--- config.mk ---
export PLATFORM = sky130hd
export DESIGN_NAME = wash_phase_sequencer
export DESIGN_NICKNAME = d
export VERILOG_FILES = /design/src/rtl/wash_phase_sequencer_pkg.sv /design/src/rtl/wash_phase_sequencer_tick_down_counter.sv /design/src/rtl/wash_phase_sequencer.sv
export SDC_FILE = /design/constraint.sdc
export NUM_CORES = 1
export LEC_CHECK = 0
export ABC_CLOCK_PERIOD_IN_PS = 3100
export BUFFER_PORTS_ARGS = -buffer_cell sky130_fd_sc_hd__buf_2
export CELL_PAD_IN_SITES_DETAIL_PLACEMENT = 1
export CELL_PAD_IN_SITES_GLOBAL_PLACEMENT = 1
export CORE_MARGIN = 4
export CORE_UTILIZATION = 43
export DETAILED_ROUTE_END_ITERATION = 10
export HOLD_SLACK_MARGIN = 0.15
export PLACE_DENSITY = 0.91
export SYNTH_ARGS = -nofsm -noshare
export SYNTH_HDL_FRONTEND = slang
export SYNTH_HIERARCHICAL = 1
export SYNTH_SLANG_ARGS = --single-unit
--- constraint.sdc ---
create_clock -name cp -period 3.1 [get_ports cp]
set_input_delay 0.775 -clock cp [delete_from_list [all_inputs] [get_ports cp]]
set_output_delay 0.775 -clock cp [all_outputs]
set_load 0.005 [all_outputs]
--- src/rtl/wash_phase_sequencer_pkg.sv ---
// Phase codes, mode bit positions and walk-order helpers shared by the wash sequencer
// and by the top-level run/pause/error FSM (spin phases are codes 3 and 7).
package wash_phase_sequencer_pkg;

  localparam logic [2:0] PH_IDLE    = 3'd0;
  localparam logic [2:0] PH_WASH    = 3'd1;
  localparam logic [2:0] PH_DRAIN_W = 3'd2;
  localparam logic [2:0] PH_SPIN    = 3'd3;
  localparam logic [2:0] PH_RINSE   = 3'd4;
  localparam logic [2:0] PH_DRAIN_R = 3'd5;
  localparam logic [2:0] PH_DONE    = 3'd6;
  localparam logic [2:0] PH_FSPIN   = 3'd7;

  localparam int MODE_WASH  = 0;
  localparam int MODE_RINSE = 1;
  localparam int MODE_FSPIN = 2;

  localparam int WALK_LEN = 6;

  function automatic logic phase_enabled(input logic [2:0] ph, input logic [2:0] m);
    logic en;
    en = 1'b0;
    case (ph)
      PH_WASH, PH_DRAIN_W, PH_SPIN: en = m[MODE_WASH];
      PH_RINSE, PH_DRAIN_R:         en = m[MODE_RINSE];
      PH_FSPIN:                     en = m[MODE_FSPIN];
      default:                      en = 1'b0;
    endcase
    return en;
  endfunction

  // Walk order positions 1..6 hold 1,2,3,4,5,7; DONE follows the last one.
  function automatic logic [2:0] walk_at(input int i);
    logic [2:0] ph;
    case (i)
      1:       ph = PH_WASH;
      2:       ph = PH_DRAIN_W;
      3:       ph = PH_SPIN;
      4:       ph = PH_RINSE;
      5:       ph = PH_DRAIN_R;
      6:       ph = PH_FSPIN;
      default: ph = PH_DONE;
    endcase
    return ph;
  endfunction

  function automatic int walk_pos(input logic [2:0] ph);
    int pos;
    case (ph)
      PH_WASH:    pos = 1;
      PH_DRAIN_W: pos = 2;
      PH_SPIN:    pos = 3;
      PH_RINSE:   pos = 4;
      PH_DRAIN_R: pos = 5;
      PH_FSPIN:   pos = 6;
      PH_DONE:    pos = 7;
      default:    pos = 0;
    endcase
    return pos;
  endfunction

endpackage

--- src/rtl/wash_phase_sequencer_tick_down_counter.sv ---
// Loadable down-counter that saturates at zero; isOne flags the final count
// so the owner can reload on the same edge the count would reach zero.
module tick_down_counter #(
  parameter int W = 8
) (
  input  logic         cp,
  input  logic         reset,
  input  logic         load,
  input  logic [W-1:0] loadVal,
  input  logic         en,
  output logic [W-1:0] count,
  output logic         isOne
);

  logic [W-1:0] count_q;
  logic [W-1:0] count_d;

  always_comb begin
    count_d = count_q;
    if (load) begin
      count_d = loadVal;
    end else if (en && (count_q != '0)) begin
      count_d = count_q - W'(1);
    end
  end

  always_ff @(posedge cp) begin
    if (reset) begin
      count_q <= '0;
    end else begin
      count_q <= count_d;
    end
  end

  assign count = count_q;
  assign isOne = (count_q == W'(1));

endmodule

--- src/rtl/wash_phase_sequencer.sv ---
// Walks one wash program through its enabled phases, counting phase and
// whole-program time down on run-qualified ticks; phase is the exposed FSM state.
module wash_phase_sequencer
  import wash_phase_sequencer_pkg::*;
#(
  parameter int TW      = 8,
  parameter int TOTW    = 10,
  parameter int WASH_T  = 20,
  parameter int DRAIN_T = 5,
  parameter int SPIN_T  = 8,
  parameter int RINSE_T = 15,
  parameter int FSPIN_T = 10
) (
  input  logic            cp,
  input  logic            reset,
  input  logic            start,
  input  logic            run,
  input  logic            tick,
  input  logic [2:0]      mode,
  output logic [2:0]      phase,
  output logic [TW-1:0]   phaseLeft,
  output logic [TOTW-1:0] totalLeft,
  output logic            hadFinish,
  output logic            motorOn,
  output logic            drainOn
);

  function automatic logic [TW-1:0] phase_dur(input logic [2:0] ph);
    logic [TW-1:0] d;
    case (ph)
      PH_WASH:               d = TW'(WASH_T);
      PH_DRAIN_W, PH_DRAIN_R: d = TW'(DRAIN_T);
      PH_SPIN:               d = TW'(SPIN_T);
      PH_RINSE:              d = TW'(RINSE_T);
      PH_FSPIN:              d = TW'(FSPIN_T);
      default:               d = '0;
    endcase
    return d;
  endfunction

  // Scanning from the far end leaves the earliest enabled successor in n.
  function automatic logic [2:0] next_phase(input logic [2:0] p, input logic [2:0] m);
    logic [2:0] n;
    int         pos;
    n   = PH_DONE;
    pos = walk_pos(p);
    for (int i = WALK_LEN; i >= 1; i--) begin
      if ((i > pos) && phase_enabled(walk_at(i), m)) begin
        n = walk_at(i);
      end
    end
    return n;
  endfunction

  function automatic logic [TOTW-1:0] enabled_sum(input logic [2:0] m);
    logic [TOTW-1:0] s;
    s = '0;
    for (int i = 1; i <= WALK_LEN; i++) begin
      if (phase_enabled(walk_at(i), m)) begin
        s = s + TOTW'(phase_dur(walk_at(i)));
      end
    end
    return s;
  endfunction

  logic [2:0]      phase_q, phase_d;
  logic [2:0]      mode_q, mode_d;
  logic            hadfin_q, hadfin_d;
  logic            phase_active, start_ok, counted, phase_end;
  logic            pl_is_one, tot_is_one;
  logic [TW-1:0]   pl_count;
  logic [TOTW-1:0] tot_count;

  assign phase_active = (phase_q != PH_IDLE) && (phase_q != PH_DONE);
  assign start_ok     = start && !phase_active && (mode != 3'b000);
  assign counted      = tick && run && phase_active && !start_ok;
  assign phase_end    = counted && pl_is_one;

  always_comb begin
    phase_d = phase_q;
    mode_d  = mode_q;
    if (start_ok) begin
      mode_d  = mode;
      phase_d = next_phase(PH_IDLE, mode);
    end else if (phase_end) begin
      phase_d = next_phase(phase_q, mode_q);
    end
    hadfin_d = (phase_d == PH_DONE);
  end

  always_ff @(posedge cp) begin
    if (reset) begin
      phase_q  <= PH_IDLE;
      mode_q   <= 3'b000;
      hadfin_q <= 1'b0;
    end else begin
      phase_q  <= phase_d;
      mode_q   <= mode_d;
      hadfin_q <= hadfin_d;
    end
  end

  // Reload value follows phase_d, so entering DONE loads zero.
  tick_down_counter #(.W(TW)) u_phase_timer (
    .cp      (cp),
    .reset   (reset),
    .load    (start_ok || phase_end),
    .loadVal (phase_dur(phase_d)),
    .en      (counted),
    .count   (pl_count),
    .isOne   (pl_is_one)
  );

  tick_down_counter #(.W(TOTW)) u_total_timer (
    .cp      (cp),
    .reset   (reset),
    .load    (start_ok),
    .loadVal (enabled_sum(mode)),
    .en      (counted),
    .count   (tot_count),
    .isOne   (tot_is_one)
  );

  // The two timers must expire together on the last counted tick.
  always_ff @(posedge cp) begin
    if (!reset && counted && (phase_d == PH_DONE)) begin
      assert (tot_is_one) else $error("total timer out of step with phase walk");
    end
  end

  assign phase     = phase_q;
  assign phaseLeft = pl_count;
  assign totalLeft = tot_count;
  assign hadFinish = hadfin_q;
  assign motorOn   = run && ((phase_q == PH_WASH) || (phase_q == PH_SPIN) ||
                             (phase_q == PH_RINSE) || (phase_q == PH_FSPIN));
  assign drainOn   = run && ((phase_q == PH_DRAIN_W) || (phase_q == PH_SPIN) ||
                             (phase_q == PH_DRAIN_R) || (phase_q == PH_FSPIN));

endmodule

==> run_results.csv, run 1 <==
group,metric,value,unit
outcome,status,"finished, final reports clean",
placement,hpwl,3.94,mm
timing,fin_crit,2800,ps
grt,grt_antenna_before_repair,0,
grt,grt_pass1_vias,1791,
routing,drtAntennaViolNets,0,
routing,drt_wl_total,5.24,mm
final_layout,stdcell_area,2220,um2
synth,syn_area_per_cell,8.71,um2
timing,final.setup.tns,0,ps
power_and_ir_drop,leakagePower,0.883,nW
final_layout,drive_gt1_frac,0.234,
setup_path,arrival,2990,ps
setup_path,crit_path_top_delay_cell,"or4_4",
timing,setup_slack,305,ps
cts,clock_latency,280,ps
power_and_ir_drop,clkPwrFrac,0.163,
grt,grt_use_total,0.181,
timing,final_hold_viol_count,0,
cts,cts_sinks,25,
final_layout,finalNetCount,281,
synth,yosys_warnings,6,
placement,dp.cells,309,
power_and_ir_drop,switching_share,0.423,
routing,drt_iter0_markers,64,
power_and_ir_drop,p_per_area,572,nW/um2
timing,rsz0062_at_grt,"no",
routing,wl_per_cell,16.7,um
power_and_ir_drop,p_comb_frac,0.466,
setup_path,cp-end-kind,"register",
timing,slew_viol_final,0,
floorplanning,die_area,5820,um2
grt,grt_pass1_wl,8.78,mm
floorplanning,fp.dieH,76.3,um
setup_path,endpoint,"u_phase_timer/count[0]",
timing,worstMarginPinSlew,793,ps
setup_path,rr_worst_depth,9,
final_layout,layout.cells.non_filler,313,
final_layout,area_growth,10.9,%
setup_path,r2r_slack,300,ps
timing,fin_crit_sh,0.902,
grt,overflow,0,
floorplanning,start_util,0.451,
cts,clkSlewWorstSetupHoldPaths,100,ps
setup_path,r2r-end,"u_phase_timer/count[0]",
placement,place_congestion,0.821,
routing,firstDrtPassIters,4,
setup_path,crit_required,3290,ps
routing,drc_errors,0,
floorplanning,design.portCount,32,
cts,postCtsResizedCells,0,
synth,syn_inst,230,
placement,dpl_worst_slack,258,ps
routing,routed_via_density,5.69,
timing,slew_headroom,0.466,
grt,grt_max_degree,26,
timing,fmax,358,MHz
final_layout,fillCellCount,564,
power_and_ir_drop,peakVddDrop,283,uV
cts,htreeDepth,1,
floorplanning,die_w,76.3,um
setup_path,startpoint,"u_phase_timer/count[3]",
job,drv_cap,0,
power_and_ir_drop,seqPwrFrac,0.371,
cts,ctsLongestPathBuffers,2,
placement,port_buffers,31,
floorplanning,rows,24,
final_layout,diodes,0,
min_path,min_path_type,"reg -> reg",
placement,place_area,2180,um2
setup_path,crit_path_start_kind,"register",
power_and_ir_drop,power.switching,0.000537,W
cts,cts_tree,"done",
timing,setup_viol,0,
cts,cts_setup_buffers,0,
setup_path,r2r-start,"u_phase_timer/count[3]",
cts,numCtsBuffers,3,
timing,skew,2.89,ps
setup_path,max_stage_delay,600,ps
setup_path,path_max_fanout,7,
floorplanning,coreArea,4440,um2
setup_path,path_cells,"or4_4 > nor4b_1 > o2111ai_2 > a31oi_1 > o21a_1 > nand3_1 > o21ai_0 > nor2_1 > a211oi_1",
power_and_ir_drop,p_int,0.000734,W
cts,ctsHoldBuffers,0,
routing,vias,1782,
cts,cts_root_buf,"clkbuf_8",
synth,synthesis.area,2000,um2
setup_path,critPathKind,"reg -> reg",
==> metal layers <==
layer | wire, um | GRT usage | vias up
met2 | 2580 | 0.322 | 36
met4 | 48 | 0.0380 | 0
li1 | - | - | 884
met5 | 0 | 0 | -
met1 | 2420 | 0.230 | 857
met3 | 181 | 0.0248 | 5
==> stage by stage <==
stage,util,hold WS [ps],power (W)
CTS,0.500,493,0.00127
floorplan,-,444,0.000909
finish,0.500,492,0.00127
detailed placement,0.490,477,0.00107
global route,0.500,529,0.00136
global placement,0.490,471,0.00104
==> layout by cell type, fill, tap and decap left out, drive strengths merged, types with 2 or more instances in the layout <==
cell	instances
and2	2
or4	4
o22ai	3
nor4	5
o31ai	2
a21boi	3
nor2b	3
ha	11
a21oi	13
nand3	5
nor2	19
nand2	15
o211a	2
o21ai	5
mux2	2
inv	17
nor3	10
o211ai	2
xnor2	11
dfxtp	25
or2	2
a2111oi	3
xor2	7
a31oi	2
o21a	2
nand3b	2
nand2b	7
mux2i	6
buf	34
a211oi	12
conb	5
nor3b	2
clkbuf	4
and3	2
==> power by group through the flow <==
stage | Sequential [W] | Combinational (W) | Clock (W)
6_report | 0.000471 | 0.000592 | 0.000208
5_1_grt | 0.000484 | 0.000650 | 0.000222
4_1_cts | 0.000471 | 0.000593 | 0.000207
3_5_place_dp | 0.000479 | 0.000587 | 0
3_3_place_gp | 0.000474 | 0.000563 | 0
2_1_floorplan | 0.000450 | 0.000459 | 0
==> flip-flops by register name, summed over array words and instances (netlist names) <==
register	count
u_phase_timer/count	8
hadFinish	1
u_total_timer/count	10
mode_q	3
phase	3
==> area by class of cell <==
| class | count | area [um2] | area share |
|---|---|---|---|
| inverter | 17 | 63.8 | 0.0287 |
| timing repair buffer | 34 | 178 | 0.0800 |
| multi-input combinational | 181 | 1370 | 0.617 |
| tap | 52 | 65.1 | 0.0293 |
| clock buffer | 4 | 45.0 | 0.0203 |
| sequential | 25 | 500 | 0.225 |
==> worst min path at each step <==
| stage | slack [ps] | to | from | depth (start not counted) |
|---|---|---|---|---|
| 2_1_floorplan | 440 | mode_q[2] | mode_q[2] | 2 |
| 4_1_cts | 490 | mode_q[2] | mode_q[2] | 2 |
| 5_1_grt | 530 | mode_q[2] | mode_q[2] | 2 |
| 6_report | 490 | mode_q[2] | mode_q[2] | 2 |
| 3_3_place_gp | 470 | mode_q[2] | mode_q[2] | 2 |
| 3_5_place_dp | 480 | mode_q[2] | mode_q[2] | 2 |
==> critical path, delay by kind of cell (launching register included) <==
kind            cells  cell delay [ps]
compound gates      5             1130
simple gates        4             1220
flops               1              370
Note: power is estimated with default switching activity, not from simulation.
==> run 2: changes to the inputs <==
- ABC_AREA: default -> 1
- CORE_UTILIZATION: 43 -> 40
==> run_results.csv, run 2 <==
group,metric,value,unit
outcome,status,"finished, final reports clean",
grt,grt_pass1_wl,10.6,mm
setup_path,crit_required,3250,ps
routing,vias,2280,
placement,hpwl,4.72,mm
timing,setup_viol,0,
job,drv_cap,0,
cts,ctsHoldBuffers,0,
power_and_ir_drop,leakagePower,1.27,nW
setup_path,critPathKind,"in -> reg",
setup_path,path_cells,"buf_2 > inv_1 > ha_1 > nand2_1 > nand4_4 > inv_2 > clkinv_2 > nand3_1 > nor2_1 > nor2_1 > nor2_1",
timing,slew_headroom,0.637,
timing,skew,15.0,ps
cts,clock_latency,280,ps
routing,wl_per_cell,13.4,um
timing,fmax,414,MHz
power_and_ir_drop,power.switching,0.000720,W
power_and_ir_drop,p_per_area,599,nW/um2
power_and_ir_drop,clkPwrFrac,0.147,
floorplanning,design.portCount,32,
final_layout,final_common_cell,"nand2_1",
cts,cts_root_buf,"clkbuf_8",
timing,rsz0062_at_grt,"no",
routing,drt_iter0_markers,96,
timing,slew_viol_final,0,
grt,grt_pass1_vias,2309,
timing,worstMarginPinSlew,544,ps
routing,drc_errors,0,
cts,cts_sinks,25,
cts,clkSlewWorstSetupHoldPaths,110,ps
timing,final_hold_viol_count,0,
placement,place_congestion,0.850,
floorplanning,die_area,6720,um2
cts,cts_tree,"done",
placement,port_buffers,31,
grt,grt_antenna_before_repair,0,
synth,syn_inst,352,
setup_path,crit_path_top_delay_cell,"inv_2",
final_layout,largest_reg_flops,10,
routing,firstDrtPassIters,4,
power_and_ir_drop,switching_share,0.489,
final_layout,drive_gt1_frac,0.210,
power_and_ir_drop,peakVddDrop,204,uV
floorplanning,rows,26,
cts,ctsLongestPathBuffers,2,
placement,dp.cells,452,
setup_path,path_common_cell,"nor2_1",
floorplanning,coreArea,5200,um2
setup_path,path_max_fanout,15,
final_layout,diodes,0,
floorplanning,die_w,82.0,um
setup_path,crit_path_start_kind,"input port",
routing,drt_wl_total,6.10,mm
synth,syn_area_per_cell,6.22,um2
power_and_ir_drop,p_int,0.000753,W
min_path,min_path_type,"reg -> reg",
cts,postCtsResizedCells,0,
power_and_ir_drop,seqPwrFrac,0.303,
power_and_ir_drop,p_comb_frac,0.550,
timing,final.setup.tns,0,ps
setup_path,arrival,2560,ps
cts,cts_setup_buffers,0,
final_layout,final_cell_mix,"nand2_1 (102), nor2_1 (48), inv_1 (43)",
floorplanning,fp.dieH,82.0,um
routing,drtAntennaViolNets,0,
final_layout,area_growth,12.3,%
final_layout,finalNetCount,406,
final_layout,fillCellCount,736,
cts,numCtsBuffers,3,
timing,fin_crit_sh,0.779,
routing,routed_via_density,5.00,
synth,synthesis.area,2190,um2
setup_path,cp-end-kind,"register",
final_layout,layout.cells.non_filler,456,
cts,htreeDepth,1,
setup_path,max_stage_delay,240,ps
grt,overflow,0,
grt,grt_max_degree,23,
floorplanning,start_util,0.421,
synth,yosys_warnings,6,
grt,grt_use_total,0.198,
timing,fin_crit,2410,ps
## run 2: stage by stage
step / power (W) / area [um2] / hold WS, ps / utilization / worst slack, ps
2_1_floorplan: 0.00105 / 2210 / 435 / - / 753
3_3_place_gp: 0.00121 / 2410 / 471 / 0.463 / 480
3_5_place_dp: 0.00125 / 2410 / 470 / 0.463 / 392
4_1_cts: 0.00149 / 2460 / 486 / 0.473 / 699
5_1_grt: 0.00162 / 2460 / 524 / 0.473 / 439
6_report: 0.00147 / 2460 / 482 / 0.473 / 687
## run 2: path summary, 6_finish.rpt
path	startpoint	endpoint	slack (ps)	depth (start not counted)
setup reg to reg	phase[2]	u_phase_timer/count[1]	1020	14
setup / recovery	mode[1]	u_total_timer/count[9]	690	11
hold / removal	mode_q[2]	mode_q[2]	480	2
hold reg to reg	mode_q[2]	mode_q[2]	480	2
## run 2: final cells by class
cell class                 count  area, um2  share of cell area
sequential                    25        500               0.203
timing repair buffer          32        163              0.0661
tap                           70       87.6              0.0356
inverter                      50        201              0.0819
multi-input combinational    275       1460               0.593
clock inverter                 1       7.51             0.00305
clock buffer                   3       41.3              0.0168
## run 2: power by group through the flow
stage / combinational, W / clock [W] / sequential (W)
after floorplan: 0.000610 / 0 / 0.000442
final: 0.000811 / 0.000216 / 0.000447
after detailed placement: 0.000799 / 0 / 0.000454
after global placement: 0.000763 / 0 / 0.000452
after global routing: 0.000925 / 0.000236 / 0.000459
after CTS: 0.000816 / 0.000224 / 0.000447
## run 2: routing by layer
layer	vias to the layer above	routed length (um)	GRT usage
met5	-	0	0
met1	1083	2860	0.258
met2	25	3020	0.344
li1	1166	-	-
met3	6	150	0.0219
met4	0	61	0.0515
## run 2: worst max-delay path: cells and delay by family
kind                     cells  cell delay (ps)
adder cells (fa/ha/maj)      1              230
buffers and inverters        4              790
AND/OR/NAND/NOR              6              740
==> run 3: changes to the inputs <==
- ABC_CLOCK_PERIOD_IN_PS: 3100 -> 2520
- clock period: 3.1 -> 2.52 ns (I/O delays scaled with it)
==> run_results.csv, run 3 (synthesis gave the netlist of run 2 again) <==
group,metric,value,unit
outcome,status,"finished, final reports clean",
final_layout,area_growth,13.1,%
floorplanning,start_util,0.421,
routing,route.top_layer_used,"met4",
final_layout,finalNetCount,409,
routing,wl_met3,209,um
power_and_ir_drop,leakagePower,1.29,nW
routing,firstDrtPassIters,4,
cts,htreeDepth,1,
timing,skew,4.39,ps
floorplanning,die_area,6720,um2
power_and_ir_drop,p_per_area,727,nW/um2
timing,slew_viol_final,0,
final_layout,largest_reg_flops,10,
routing,vias,2305,
routing,drt_wl_total,6.19,mm
timing,rsz0062_at_grt,"no",
setup_path,crit_required,2670,ps
setup_path,crit_path_start_kind,"input port",
timing,fin_crit,2240,ps
grt,grt_pass1_wl,10.9,mm
placement,place_congestion,0.871,
routing,wl_per_cell,13.5,um
routing,drt_iter0_markers,90,
final_layout,utilization,0.476,
cts,cts_tree,"done",
final_layout,final_common_cell,"nand2_1",
setup_path,cp-end-kind,"register",
floorplanning,die_w,82.0,um
grt,grt_pass1_vias,2402,
grt,grt_max_degree,23,
timing,final_hold_viol_count,0,
cts,cts_sinks,25,
floorplanning,design.portCount,32,
cts,ctsHoldBuffers,0,
routing,drc_errors,0,
setup_path,arrival,2390,ps
routing,drtAntennaViolNets,0,
cts,cts_root_buf,"clkbuf_8",
placement,port_buffers,31,
timing,fin_crit_sh,0.889,
routing,routed_via_density,5.02,
timing,fmax,446,MHz
final_layout,layout.cells.non_filler,459,
job,drv_cap,0,
cts,postCtsResizedCells,0,
floorplanning,coreArea,5200,um2
routing,wl_met1,2.86,mm
placement,dp.cells,455,
cts,numCtsBuffers,3,
placement,hpwl,4.92,mm
routing,met2_length,3.04,mm
cts,ctsLongestPathBuffers,2,
floorplanning,rows,26,
grt,overflow,0,
grt,grt_use_total,0.203,
floorplanning,fp.dieH,82.0,um
cts,clock_latency,270,ps
cts,cts_setup_buffers,0,
setup_path,critPathKind,"in -> reg",
timing,final.setup.tns,0,ps
final_layout,drive_gt1_frac,0.213,
cts,clkSlewWorstSetupHoldPaths,90,ps
setup_path,path_max_fanout,4,
timing,slew_headroom,0.642,
power_and_ir_drop,peakVddDrop,287,uV
final_layout,final_cell_mix,"nand2_1 (102), nor2_1 (48), inv_1 (43)",
grt,grt_antenna_before_repair,0,
min_path,min_path_type,"reg -> reg",
timing,setup_viol,0,
final_layout,diodes,0,
timing,worstMarginPinSlew,537,ps
timing,hold_ws,496,ps
## run 3: cell count changes in the layout (fill, tap and decap cells not counted), sizes merged
cell      change
clkinvlp      -1
buf           +3
clkbuf        +1
## run 3: layer usage
layer / GRT usage / vias up
met3: 0.0263 / 8
met5: 0 / -
li1: - / 1168
met1: 0.254 / 1092
met4: 0.0581 / 0
met2: 0.359 / 37
## run 3: final cells by class
cell class	count	area (um2)
Fill cell	751	2730
Multi-Input combinational cell	275	1460
Sequential cell	25	500
Inverter	50	201
Timing Repair Buffer	35	185
Tap cell	70	87.6
Clock buffer	4	45.0
## run 3: worst max-delay path: stages
cell     delay, ps
buf_2          120
inv_1          100
ha_1           230
inv_1          100
nand2_1         90
o21ai_1        110
inv_1           80
ha_1           210
o21ai_0        160
nor2_1          80
xnor2_1        150
inv_1           60
nand2_1         60
nand2_1         50
nand2_1         90
a21oi_2         70
## run 3: worst paths after layout
kind	from	endpoint	slack [ps]	depth (start not counted)
max	mode[0]	u_total_timer/count[5]	280	16
min	mode_q[2]	mode_q[2]	500	2
max reg2reg	u_phase_timer/count[3]	u_phase_timer/count[1]	480	15
min reg2reg	mode_q[2]	mode_q[2]	500	2
## run 3: per-stage QoR
step	area (um2)	power, W	setup WS [ps]
finish	2480	0.00180	279
global route	2480	0.00198	114
CTS	2480	0.00181	267
detailed placement	2430	0.00156	-27.2
global placement	2430	0.00150	111
floorplan	2210	0.00129	318
## run 3: power by group
| part | internal (W) | switching, W | total [W] |
|---|---|---|---|
| logic | 0.000360 | 0.000644 | 0.00100 |
| clock network | 0.000113 | 0.000135 | 0.000249 |
| registers | 0.000459 | 0.0000893 | 0.000548 |
| total | 0.000932 | 0.000869 | 0.00180 |
